`src/rtl/aes_pkg.sv`:
```
// Shared AES definitions: FSM state type, column count and the GF(2^8) helpers
// used by the column mixer. All products are built from xtime and XOR only.
package aes_pkg;

   typedef enum logic [1:0] {
      ST_IDLE = 2'd0,
      ST_BUSY = 2'd1,
      ST_DONE = 2'd2
   } mc_state_e;

   localparam int NCOLS = 4;
   localparam logic [7:0] GF_POLY = 8'h1B;

   function automatic logic [7:0] xtime(input logic [7:0] b);
      return {b[6:0], 1'b0} ^ (b[7] ? GF_POLY : 8'h00);
   endfunction

   function automatic logic [7:0] gmul2(input logic [7:0] b);
      return xtime(b);
   endfunction

   function automatic logic [7:0] gmul3(input logic [7:0] b);
      return xtime(b) ^ b;
   endfunction

   // Inverse coefficients decomposed into the 8/4/2/1 powers of x.
   function automatic logic [7:0] gmul9(input logic [7:0] b);
      return xtime(xtime(xtime(b))) ^ b;
   endfunction

   function automatic logic [7:0] gmulb(input logic [7:0] b);
      return xtime(xtime(xtime(b))) ^ xtime(b) ^ b;
   endfunction

   function automatic logic [7:0] gmuld(input logic [7:0] b);
      return xtime(xtime(xtime(b))) ^ xtime(xtime(b)) ^ b;
   endfunction

   function automatic logic [7:0] gmule(input logic [7:0] b);
      return xtime(xtime(xtime(b))) ^ xtime(xtime(b)) ^ xtime(b);
   endfunction

endpackage

```
`src/rtl/mixcolumn_col.sv`:
```
// Purely combinational (Inv)MixColumns of one 32-bit column; byte 0 is col[31:24].
module mixcolumn_col
   import aes_pkg::*;
(
   input  logic [31:0] col,
   input  logic        inv,
   output logic [31:0] y
);

   logic [7:0] s [4];

   genvar gi;
   generate
      for (gi = 0; gi < 4; gi++) begin : g_row
         assign s[gi] = col[31-8*gi -: 8];
      end
      // Row r combines s_r..s_{r+3} with the rotated coefficient set.
      for (gi = 0; gi < 4; gi++) begin : g_mix
         assign y[31-8*gi -: 8] = inv
            ? (gmule(s[gi]) ^ gmulb(s[(gi+1)%4]) ^ gmuld(s[(gi+2)%4]) ^ gmul9(s[(gi+3)%4]))
            : (gmul2(s[gi]) ^ gmul3(s[(gi+1)%4]) ^ s[(gi+2)%4] ^ s[(gi+3)%4]);
      end
   endgenerate

endmodule

```
`src/rtl/mixcolumns_seq.sv`:
```
// Sequential AES (Inv)MixColumns: mixes COLS_PER_CYCLE columns per busy cycle
// in place in a working register, then presents the state with a valid/ready hold.
module mixcolumns_seq
   import aes_pkg::*;
#(
   parameter int COLS_PER_CYCLE = 1
) (
   input  logic         clk,
   input  logic         reset,
   input  logic         in_valid,
   output logic         in_ready,
   input  logic [127:0] in_state,
   input  logic         in_inv,
   output logic         out_valid,
   input  logic         out_ready,
   output logic [127:0] out_state
);

   localparam logic [1:0] COL_STEP = 2'(COLS_PER_CYCLE);

   mc_state_e             state_q, state_d;
   logic [1:0]            col_idx_q, col_idx_d;
   logic                  inv_q, inv_d;
   logic [3:0][31:0]      work_q, work_d;
   logic [127:0]          out_state_q, out_state_d;
   logic                  out_valid_q, out_valid_d;
   logic                  last_col;

   logic [31:0] mix_in  [COLS_PER_CYCLE];
   logic [31:0] mix_out [COLS_PER_CYCLE];
   logic [1:0]  col_sel [COLS_PER_CYCLE];

   // Packed element 3 holds bits [127:96], i.e. column 0.
   genvar gi;
   generate
      for (gi = 0; gi < COLS_PER_CYCLE; gi++) begin : g_col
         assign col_sel[gi] = 2'(NCOLS - 1 - gi) - col_idx_q;
         assign mix_in[gi]  = work_q[col_sel[gi]];
         mixcolumn_col u_col (
            .col (mix_in[gi]),
            .inv (inv_q),
            .y   (mix_out[gi])
         );
      end
   endgenerate

   assign last_col  = (int'(col_idx_q) + COLS_PER_CYCLE) >= NCOLS;
   assign in_ready  = (state_q == ST_IDLE) && !reset;
   assign out_valid = out_valid_q;
   assign out_state = out_state_q;

   always_comb begin
      state_d     = state_q;
      col_idx_d   = col_idx_q;
      inv_d       = inv_q;
      work_d      = work_q;
      out_state_d = out_state_q;
      out_valid_d = out_valid_q;
      case (state_q)
         ST_IDLE: begin
            if (in_valid) begin
               work_d    = in_state;
               inv_d     = in_inv;
               col_idx_d = 2'd0;
               state_d   = ST_BUSY;
            end
         end
         ST_BUSY: begin
            for (int i = 0; i < COLS_PER_CYCLE; i++) begin
               work_d[col_sel[i]] = mix_out[i];
            end
            col_idx_d = col_idx_q + COL_STEP;
            if (last_col) begin
               state_d     = ST_DONE;
               out_valid_d = 1'b1;
               out_state_d = work_d;
            end
         end
         ST_DONE: begin
            if (out_ready) begin
               state_d     = ST_IDLE;
               out_valid_d = 1'b0;
            end
         end
         default: state_d = ST_IDLE;
      endcase
   end

   always_ff @(posedge clk) begin
      if (reset) begin
         state_q     <= ST_IDLE;
         col_idx_q   <= 2'd0;
         inv_q       <= 1'b0;
         work_q      <= '0;
         out_state_q <= '0;
         out_valid_q <= 1'b0;
      end else begin
         state_q     <= state_d;
         col_idx_q   <= col_idx_d;
         inv_q       <= inv_d;
         work_q      <= work_d;
         out_state_q <= out_state_d;
         out_valid_q <= out_valid_d;
      end
   end

endmodule

```
`config.mk`:
```
export PLATFORM = sky130hd
export DESIGN_NAME = mixcolumns_seq
export DESIGN_NICKNAME = d
export VERILOG_FILES = /design/src/rtl/aes_pkg.sv /design/src/rtl/mixcolumn_col.sv /design/src/rtl/mixcolumns_seq.sv
export SDC_FILE = /design/constraint.sdc
export NUM_CORES = 1
export LEC_CHECK = 0
export CAP_MARGIN = 20
export CORE_ASPECT_RATIO = 0.7
export CORE_MARGIN = 1
export CORE_UTILIZATION = 58
export DETAILED_ROUTE_END_ITERATION = 10
export PLACE_DENSITY = 0.87
export REMOVE_ABC_BUFFERS = 1
export SLEW_MARGIN = 20
export SYNTH_ARGS = -nofsm -noshare
export SYNTH_HDL_FRONTEND = slang
export SYNTH_SLANG_ARGS = --single-unit
export TNS_END_PERCENT = 100
```
`constraint.sdc`:
```
create_clock -name clk -period 5.08 [get_ports clk]
set_input_delay 1.27 -clock clk [delete_from_list [all_inputs] [get_ports clk]]
set_output_delay 1.27 -clock clk [all_outputs]
set_load 0.005 [all_outputs]
```
### Word level (Yosys, flattened, before mapping)

Cells that the tools add are included.

| operators by class | value |
|---|---|
| mux-type cells | 32 |
| add/subtract/negate cells | 3 |
| div/mod/pow operators | 0 |
| equality and inequality tests | 5 |
| shift-type cells | 0 |
| reduce and logical (&&, ||, !) cells | 11 |
| $mul | 0 |
| bitwise logic cells | 64 |
| magnitude comparators | 3 |

Operators by type and width:

| operator | number |
|---|---|
| $xor A8 B8 Y8 | 63 |
| $pmux W128 S2 | 1 |
| $bwmux W128 | 1 |
| $mux W128 | 1 |
| $bmux W32 S2 | 1 |
| $demux W32 S2 | 1 |
| $mux W32 | 2 |
| $mux W5 | 12 |
| $mux W8 | 4 |
| $mux W2 | 4 |
| $xor A8 B5 Y8 | 1 |
| $ne A2 B2 Y1 const B | 3 |
| $pmux W2 S3 | 1 |
| $reduce_and A2 Y1 | 3 |
| $reduce_and A3 Y1 | 2 |
| $pmux W2 S2 | 1 |
| $reduce_bool A2 Y1 | 2 |
| $add A2 B1 Y3 const B | 1 |
| $ge A3 B3 Y1 const B | 1 |
| $lt A2 B3 Y1 const B | 1 |
| $add A2 B1 Y2 const B | 1 |
| $eq A2 B1 Y1 const B | 1 |
| $eq A2 B2 Y1 const B | 1 |
| $ge A2 B1 Y1 const B | 1 |
| 6 further kinds | 8 |

| storage, ports and cells | value |
|---|---|
| output and inout port bits | 130 |
| memories kept | 0 |
| memory bits (read-only) | 0 |
| bits in latches | 0 |
| register bits after elaboration | 262 |
| RAM bits | 0 |

### Longest topological paths before layout

Gate-level depths: netlist of the first run.

| depth | value |
|---|---|
| word-level depth | 17 |
| mapped depth | 13 |

### By module

Synthesis of the first run repeated with hierarchy kept, for this count alone.

| second synthesis, totals | value |
|---|---|
| cell total of the unflattened synthesis | 1354 |
| area total of the unflattened synthesis | 13894.6 sq um |

Modules (own cells, without submodules):

| module | area an instance (sq um) | sequential area each (sq um) | times used | cells each |
|---|---|---|---|---|
| mixcolumns_seq | 11451.0 | 5245.0 | 1 | 1078 |
| mixcolumn_col | 2443.6 | 0.0 | 1 | 276 |

### Worst setup path before layout of the first run

Ideal clock, no wire load.

| timing | value |
|---|---|
| path kind | input-to-output |
| start point | input port reset |
| end point | output port in_ready |
| stages on the path | 5 |
| path slack | 1.466 ns |
| required time | 3.810 ns |
| arrival | 2.344 ns |
| cell sequence | buf_4 -> clkbuf_1 -> buf_1 -> clkbuf_1 -> nor3_1 |

| between the ends | value |
|---|---|
| cells in the longest elaborated chain, start to end | 2 |

RTL lines:

| element | RTL line | text |
|---|---|---|
| from (decl) | mixcolumns_seq.sv:9 | `input logic reset,` |
| $logic_not A1 Y1 | mixcolumns_seq.sv:48 | `assign in_ready = (state_q == ST_IDLE) && !reset;` |
| $logic_and A1 B1 Y1 | mixcolumns_seq.sv:48 |  |
| to (decl) | mixcolumns_seq.sv:11 | `output logic in_ready,` |

No other way between the ends.

### Worst setup path after layout of the first run

| timing | value |
|---|---|
| start point | register col_idx_q[0] |
| end point | register out_state_q[75], in the netlist out_state[75] |

| between the ends | value |
|---|---|
| cells in the longest elaborated chain, start to end | 14 |

RTL lines:

| element | RTL line | text |
|---|---|---|
| from (decl) | mixcolumns_seq.sv:22 | `logic [1:0] col_idx_q, col_idx_d;` |
| from (signal assigned) | mixcolumns_seq.sv:99 | `col_idx_q <= col_idx_d;` |
| $sub A2 B2 Y2 | mixcolumns_seq.sv:37 | `assign col_sel[gi] = 2'(NCOLS - 1 - gi) - col_idx_q;` |
| $bmux W32 S2 | mixcolumns_seq.sv:38 | `assign mix_in[gi] = work_q[col_sel[gi]];` |
| $mux W32 (not written as such) | mixcolumns_seq.sv:38 |  |
| $mux W5 / $xor A8 B8 Y8 (equally long branches) | aes_pkg.sv:15 | `return {b[6:0], 1'b0} ^ (b[7] ? GF_POLY : 8'h00);` |
| $xor A8 B8 Y8 / $xor A8 B5 Y8 (equally long branches) | aes_pkg.sv:15 |  |
| $xor A8 B5 Y8 (tied with other cells) | aes_pkg.sv:15 |  |
| $xor A8 B8 Y8 | aes_pkg.sv:15 |  |
| $xor A8 B8 Y8, on equally long branches (2 in series) | aes_pkg.sv:40, aes_pkg.sv:32 |  |
| $xor A8 B8 Y8 (3 in series) | mixcolumn_col.sv:20 | `? (gmule(s[gi]) ^ gmulb(s[(gi+1)%4]) ^ gmuld(s[(gi+2)%4]) ^ gmul9(s[(gi+3)%4]))` |
| $mux W8 | mixcolumn_col.sv:20 |  |
| $bwmux W128 | mixcolumns_seq.sv:70 | `work_d[col_sel[i]] = mix_out[i];` |
| to (signal assigned) | mixcolumns_seq.sv:102 | `out_state_q <= out_state_d;` |
| to (decl) | mixcolumns_seq.sv:25 | `logic [127:0] out_state_q, out_state_d;` |

Several ways; a longest one is shown, not always the timed one. The select of a mux whose other input is x is not followed.
A chain may end at the register's enable or synchronous reset.

==> impl_metrics.tcl, run 1 <==
set metrics [dict create \
    switching_share_pct 41.7 \
    cts.hold.buffers_added 0 \
    ff2ff_setup_slack_ns 0.97 \
    timing.critical_path.to_type "register" \
    setup_violations 0 \
    drt-total-wl_mm 48.2 \
    synthToLayoutAreaGrowth_pct 23.2 \
    critPathRequiredTime_ns 5.52 \
    multiInputGateArea_mm2 0.00901 \
    post_route_cells_drive_above_1_share_pct 10.6 \
    power_frac_comb_pct 56.6 \
    globalplace.congestion 0.971 \
    grt_setup_unrepaired "no" \
    final-hold-violation-count 0 \
    mean_cell_area_of_the_mapped_netlist_um2 9.37 \
    power.internal_mw 5.91 \
    dr_wl_met2_mm 21.0 \
    cts.sinks 262 \
    final_nets 1893 \
    die_height_um 136 \
    clk_path_buf_depth 3 \
    post-route-cell-area_mm2 0.0185 \
    detailed_place_hpwl_mm 31.7 \
    grt_max_degree 159 \
    skew_pair_late_insertion_delay_ns 0.54 \
    clkSlewWorstSetupHoldPaths_ns 0.07 \
    portBuffers 262 \
    fin_setup_tns_ns 0 \
    synthArstFlopShare_pct 0 \
    post_dp_cell_area_mm2 0.0175 \
    hold_path_startpoint "out_state[106]" \
    i_o_pins 263 \
    share_of_total_power_in_sequential_cells_pct 22.9 \
    r2r.worst_path.cells 8 \
    leakage_power_summed_over_all_cells_nw 6.83 \
    maxClockFrequency_mhz 243 \
    layout_common_cells "clkdlybuf4s50_1, dfxtp_1, nor2_1" \
    finalPower_mw 10.1 \
    htreeDepth 1 \
    synth_area_mm2 0.0150 \
    grt_first_pass_wirelength_mm 73.5 \
    initial_utilization_pct 59.9 \
    rows 48 \
    ys_seq_area_share_pct 35.0 \
    clk_root_buffer_cell "clkbuf_16" \
    filler_cells 1840 \
    power_switching_mw 4.23 \
    gr_usage_total_pct 35.6 \
    ys.warnings.count 0 \
    met3WireLength_mm 5.95 \
    drcViolationCount 0 \
    holdWs_ns 0.453 \
    cts.repair_timing.setup_buffer_count 0 \
    vias_per_cell 6.52 \
    crit_path_start_kind "register" \
    wirelength_met1_mm 20.4 \
    final.period_utilization_pct 80.9 \
    min_delay_worst_endpoint "out_state[106]" \
    synthDistinctLibCells 71 \
    dr.first_iter.drc_count 1601 \
    maxUsedRoutingLayer "met4" \
    peakVddDrop_v 0.000378 \
    dr_total_vias 13700 \
    numCtsBuffers 26 \
    slew_worst_pin_ns 1.11 \
    synth_flop_cell "dfxtp_1" \
    seqCellArea_mm2 0.00525 \
    synthesized_instance_count 1598 \
    post_cts.resized_instances 0 \
    clock_tree_from_tritoncts "yes" \
    area_of_the_die_mm2 0.0265 \
    synth_edf_count 0 \
    antenna_left 0 \
    hold_class "register to register" \
    whs_path_depth 2 \
    pwr_density_cell_mw_per_mm2 549 \
    run_status "finished clean" \
    regToRegEndpoint "out_state[75]" \
    timing.clock.skew_ns 0.0173 \
    critical_path_peak_fanout 11 \
    timing.max_slew.rel_slack_pct 26.1 \
    clock_power_share_pct 20.5 \
    antenna_found_initial 0 \
    cp.arrival_ns 4.55 \
    drv_slew 0 \
    min_period_ns 4.11 \
    timing.final.ws_setup_ns 0.970 \
    pre_cts_slack_ns 1.09 \
    most_common_cell_after_layout_fill_and_taps_aside "clkdlybuf4s50_1" \
    number_of_global_route_vias_before_repair 12700 \
    maximum_capacitance_violations 0 \
    globalRoute.totalOverflow 0 \
    crit_type "register to register" \
    postSynthRegisterBits 262 \
    crit-reg2reg-launch "col_idx_q[0]" \
    die_w_um 194 \
    wl_per_cell_um 22.9 \
    antenna_diode_count 0 \
    dr.pass1.iters 6 \
    floorplan.core_area_mm2 0.0250 \
]
-- worst max-delay path, cell delays in order (launching register included) --
cell	delay (ns)
dfxtp_2	0.60
mux4_1	0.94
xor2_1	0.70
xnor3_1	0.55
xnor3_1	0.21
mux2i_1	0.08
xnor2_1	0.40
a2111oi_0	0.20
a31o_2	0.29
-- registers in the layout (all words and copies together) (netlist names) --
register / cells
out_valid: 1
work_q: 128
col_idx_q: 2
inv_q: 1
state_q: 2
out_state: 128
-- Yosys cell counts, types with 14 or more instances --
master       n  area share, %
xnor2_2     14            1.5
nand2_1    142            3.6
nor3_1      25           0.84
and2_1      18           0.75
o22ai_1     24            1.0
o21a_1      25            1.3
clkbuf_1   103            2.6
a2111oi_0   34            2.0
o221a_2     16            1.2
xnor2_1    135            7.9
dfxtp_1    262             35
o21ai_0     48            1.6
a211o_1     31            1.8
mux2i_1     29            1.9
a211oi_1    27            1.4
a31oi_1     23           0.96
xnor3_1     24            3.6
mux4_2      22            3.3
nor2_1     196            4.9
buf_2       19           0.63
a21oi_1     93            3.1
xor2_1      45            2.6
nand3_1     41            1.4
nor4b_1     17           0.99
buf_4       15           0.75
-- per-layer routing --
layer	up-vias	GRT usage, %
met5	-	0
met4	0	8.25
met2	939	54.5
met1	6632	51.5
met3	80	7.05
li1	6046	-
-- power by group through the flow --
stage          clock network, mW  logic [mW]  registers [mW]
6_report                    2.08        5.74            2.32
5_1_grt                     2.16        6.04            2.33
4_1_cts                     2.08        5.62            2.31
3_5_place_dp                   0        5.56            2.35
3_3_place_gp                   0        5.49            2.34
2_1_floorplan                  0        4.27            2.32
-- worst max path at each step --
| stage | startpoint | slack, ns | cells after the start | endpoint |
|---|---|---|---|---|
| 6_report | col_idx_q[0] | 0.97 | 8 | out_state[75] |
| 5_1_grt | col_idx_q[0] | 0.81 | 9 | out_state[116] |
| 4_1_cts | col_idx_q[0] | 1.03 | 8 | work_q[107] |
| 3_5_place_dp | col_idx_q[0] | 1.09 | 8 | work_q[107] |
| 3_3_place_gp | col_idx_q[0] | 1.09 | 8 | out_state[75] |
| 2_1_floorplan | col_idx_q[0] | -1.18 | 4 | work_q[10] |
-- through the flow --
step	instances	utilization, %
floorplan	1444	-
global placement	2053	70.2
detailed placement	2053	70.2
CTS	2101	73.9
global route	2101	73.9
finish	2101	73.9
-- cell families (layout without fill, tap and decap cells) --
family	Yosys count	in the layout	share of synthesized area [%]
DFF	262	262	35.0
xor gates and xnor gates	235	235	18.4
buffers and inverters	159	337	5.00
muxes	63	63	7.30
AOI/OAI and AO/OA	400	400	19.9
adders and majority gates	4	4	0.334
and+or+nand+nor	475	475	14.1
-- area by class of cell --
cell class,instances,share of cell area [%]
multi-input combinational,1177,48.8
sequential,262,28.4
timing repair buffer,284,15.4
clock buffer,36,4.06
tap,325,2.20
clock inverter,12,0.922
inverter,5,0.102
(Power assumes the default switching activity.)
==> inputs of run 2 (changes only) <==
--- a/config.mk
+++ b/config.mk
@@ -8,9 +8,9 @@
 export CAP_MARGIN = 20
 export CORE_ASPECT_RATIO = 0.7
 export CORE_MARGIN = 1
-export CORE_UTILIZATION = 58
+export CORE_UTILIZATION = 54
 export DETAILED_ROUTE_END_ITERATION = 10
-export PLACE_DENSITY = 0.87
+export PLACE_DENSITY = 0.81
 export REMOVE_ABC_BUFFERS = 1
 export SLEW_MARGIN = 20
 export SYNTH_ARGS = -nofsm -noshare
==> constraint.sdc (replaced) <==
create_clock -name clk -period 4 [get_ports clk]
set_input_delay 1 -clock clk [delete_from_list [all_inputs] [get_ports clk]]
set_output_delay 1 -clock clk [all_outputs]
set_load 0.005 [all_outputs]
==> run 2 against run 1 <==
Clock power is 30% higher. Via count is 0.99% lower. First-iteration DRC count is 1.6% higher. Worst hold slack worse by 0.0015 ns. Fmax is 8.6% higher. Core utilization is 3.9 points lower. Die area is 7.3% higher.
==> impl_metrics.tcl, run 2 (synthesis results as in run 1) <==
set metrics [dict create \
    rows 50 \
    slew_worst_pin_ns 0.905 \
    htreeDepth 1 \
    clk_path_buf_depth 3 \
    detailed_place_hpwl_mm 34.3 \
    grt_setup_unrepaired "no" \
    critPathRequiredTime_ns 4.43 \
    globalRoute.totalOverflow 0 \
    final-hold-violation-count 0 \
    dr_total_vias 13600 \
    floorplan.core_area_mm2 0.0270 \
    finish.utilization_pct 70.0 \
    antenna_found_initial 0 \
    crit_path_start_kind "register" \
    number_of_global_route_vias_before_repair 12900 \
    cts.hold.buffers_added 0 \
    min_period_ns 3.78 \
    hold_path_startpoint "out_state[106]" \
    whs_path_depth 2 \
    hold_class "register to register" \
    area_of_the_die_mm2 0.0284 \
    crit-reg2reg-launch "col_idx_q[0]" \
    initial_utilization_pct 55.5 \
    synthToLayoutAreaGrowth_pct 26.0 \
    run_status "finished clean" \
    die_w_um 201 \
    vias_per_cell 6.21 \
    pwr_density_cell_mw_per_mm2 701 \
    drv_slew 0 \
    cts.repair_timing.setup_buffer_count 0 \
    post_cts.resized_instances 0 \
    drcViolationCount 0 \
    wl_per_cell_um 22.7 \
    critical_path_peak_fanout 13 \
    clkSlewWorstSetupHoldPaths_ns 0.07 \
    leakage_power_summed_over_all_cells_nw 7.06 \
    dr.pass1.iters 6 \
    grt_max_degree 137 \
    portBuffers 262 \
    antenna_diode_count 0 \
    final_nets 1935 \
    setup_violations 0 \
    most_common_cell_after_layout_fill_and_taps_aside "clkdlybuf4s50_1" \
    die_height_um 141 \
    crit_type "register to register" \
    globalplace.congestion 1.01 \
    maxClockFrequency_mhz 264 \
    layout_common_cells "clkdlybuf4s50_1, dfxtp_1, nor2_1" \
    timing.clock.skew_ns 0.0215 \
    dr.first_iter.drc_count 1627 \
    antenna_left 0 \
    post_route_cells_drive_above_1_share_pct 12.9 \
    worstSetupStartpoint "col_idx_q[0]" \
    timing.max_slew.rel_slack_pct 39.7 \
    skew_pair_late_insertion_delay_ns 0.54 \
    drt-total-wl_mm 49.6 \
    peakVddDrop_v 0.000513 \
    timing.critical_path.to_type "register" \
    cp.arrival_ns 4.21 \
    holdWs_ns 0.451 \
    cts.sinks 262 \
    i_o_pins 263 \
    grt_first_pass_wirelength_mm 75.7 \
    clk_root_buffer_cell "clkbuf_16" \
    post-route-cell-area_mm2 0.0189 \
    gr_usage_total_pct 34.0 \
    maximum_capacitance_violations 0 \
    r2r.worst_path.cells 9 \
    numCtsBuffers 26 \
    final.period_utilization_pct 94.6 \
    clock_tree_from_tritoncts "yes" \
    post_dp_cell_area_mm2 0.0179 \
]
-- run 2: cell count changes in the layout (fill, tap and decap cells not counted), sizes merged --
cell,change
buf,+42
clkinvlp,+3
bufinv,+1
inv,+2
clkbuf,-6
-- run 2: worst paths after layout --
check	to	slack (ns)
max reg2reg	work_q[54]	0.22
max	work_q[54]	0.22
min reg2reg	out_state[106]	0.45
min	out_state[106]	0.45
-- run 2: cell type report --
type	instances	area [um^2]
clock buffer	30	717
timing repair buffer	326	3180
multi-input combinational	1177	9010
fill	2065	8100
sequential	262	5250
clock inverter	18	233
tap	364	455
inverter	5	18.8
-- run 2: power breakdown --
part | switching (mW) | internal (mW) | leakage [nW]
clock | 1.10 | 1.61 | 0.462
sequential | 0.145 | 2.79 | 2.14
combinational | 4.21 | 3.37 | 4.45
total | 5.46 | 7.77 | 7.06
-- run 2: through the flow --
stage          total power, mW  instances  worst slack (ns)  setup TNS, ns
3_3_place_gp              10.3       2134             0.143              0
6_report                  13.2       2182             0.215              0
3_5_place_dp              10.3       2134            0.0731              0
2_1_floorplan             8.37       1444             -2.26        -166.97
4_1_cts                   13.1       2182            0.0519              0
5_1_grt                   13.8       2182            0.0307              0
-- run 2: critical path: stages, from the launching register on --
cell,delay [ns]
dfxtp_4,0.54
buf_4,0.28
mux4_2,0.75
xnor3_2,0.53
xor2_1,0.17
xnor3_1,0.34
mux2i_4,0.11
xnor2_1,0.55
a21oi_1,0.15
o211a_1,0.24
-- run 2: metal layers --
layer  track usage, %  up-vias  share of wire (%)
li1                 -     6120                  -
met1             49.5     6470                 43
met2             51.2      895                 43
met3             7.97       76                 12
met4             7.47        0                1.9
met5                0        -                  0
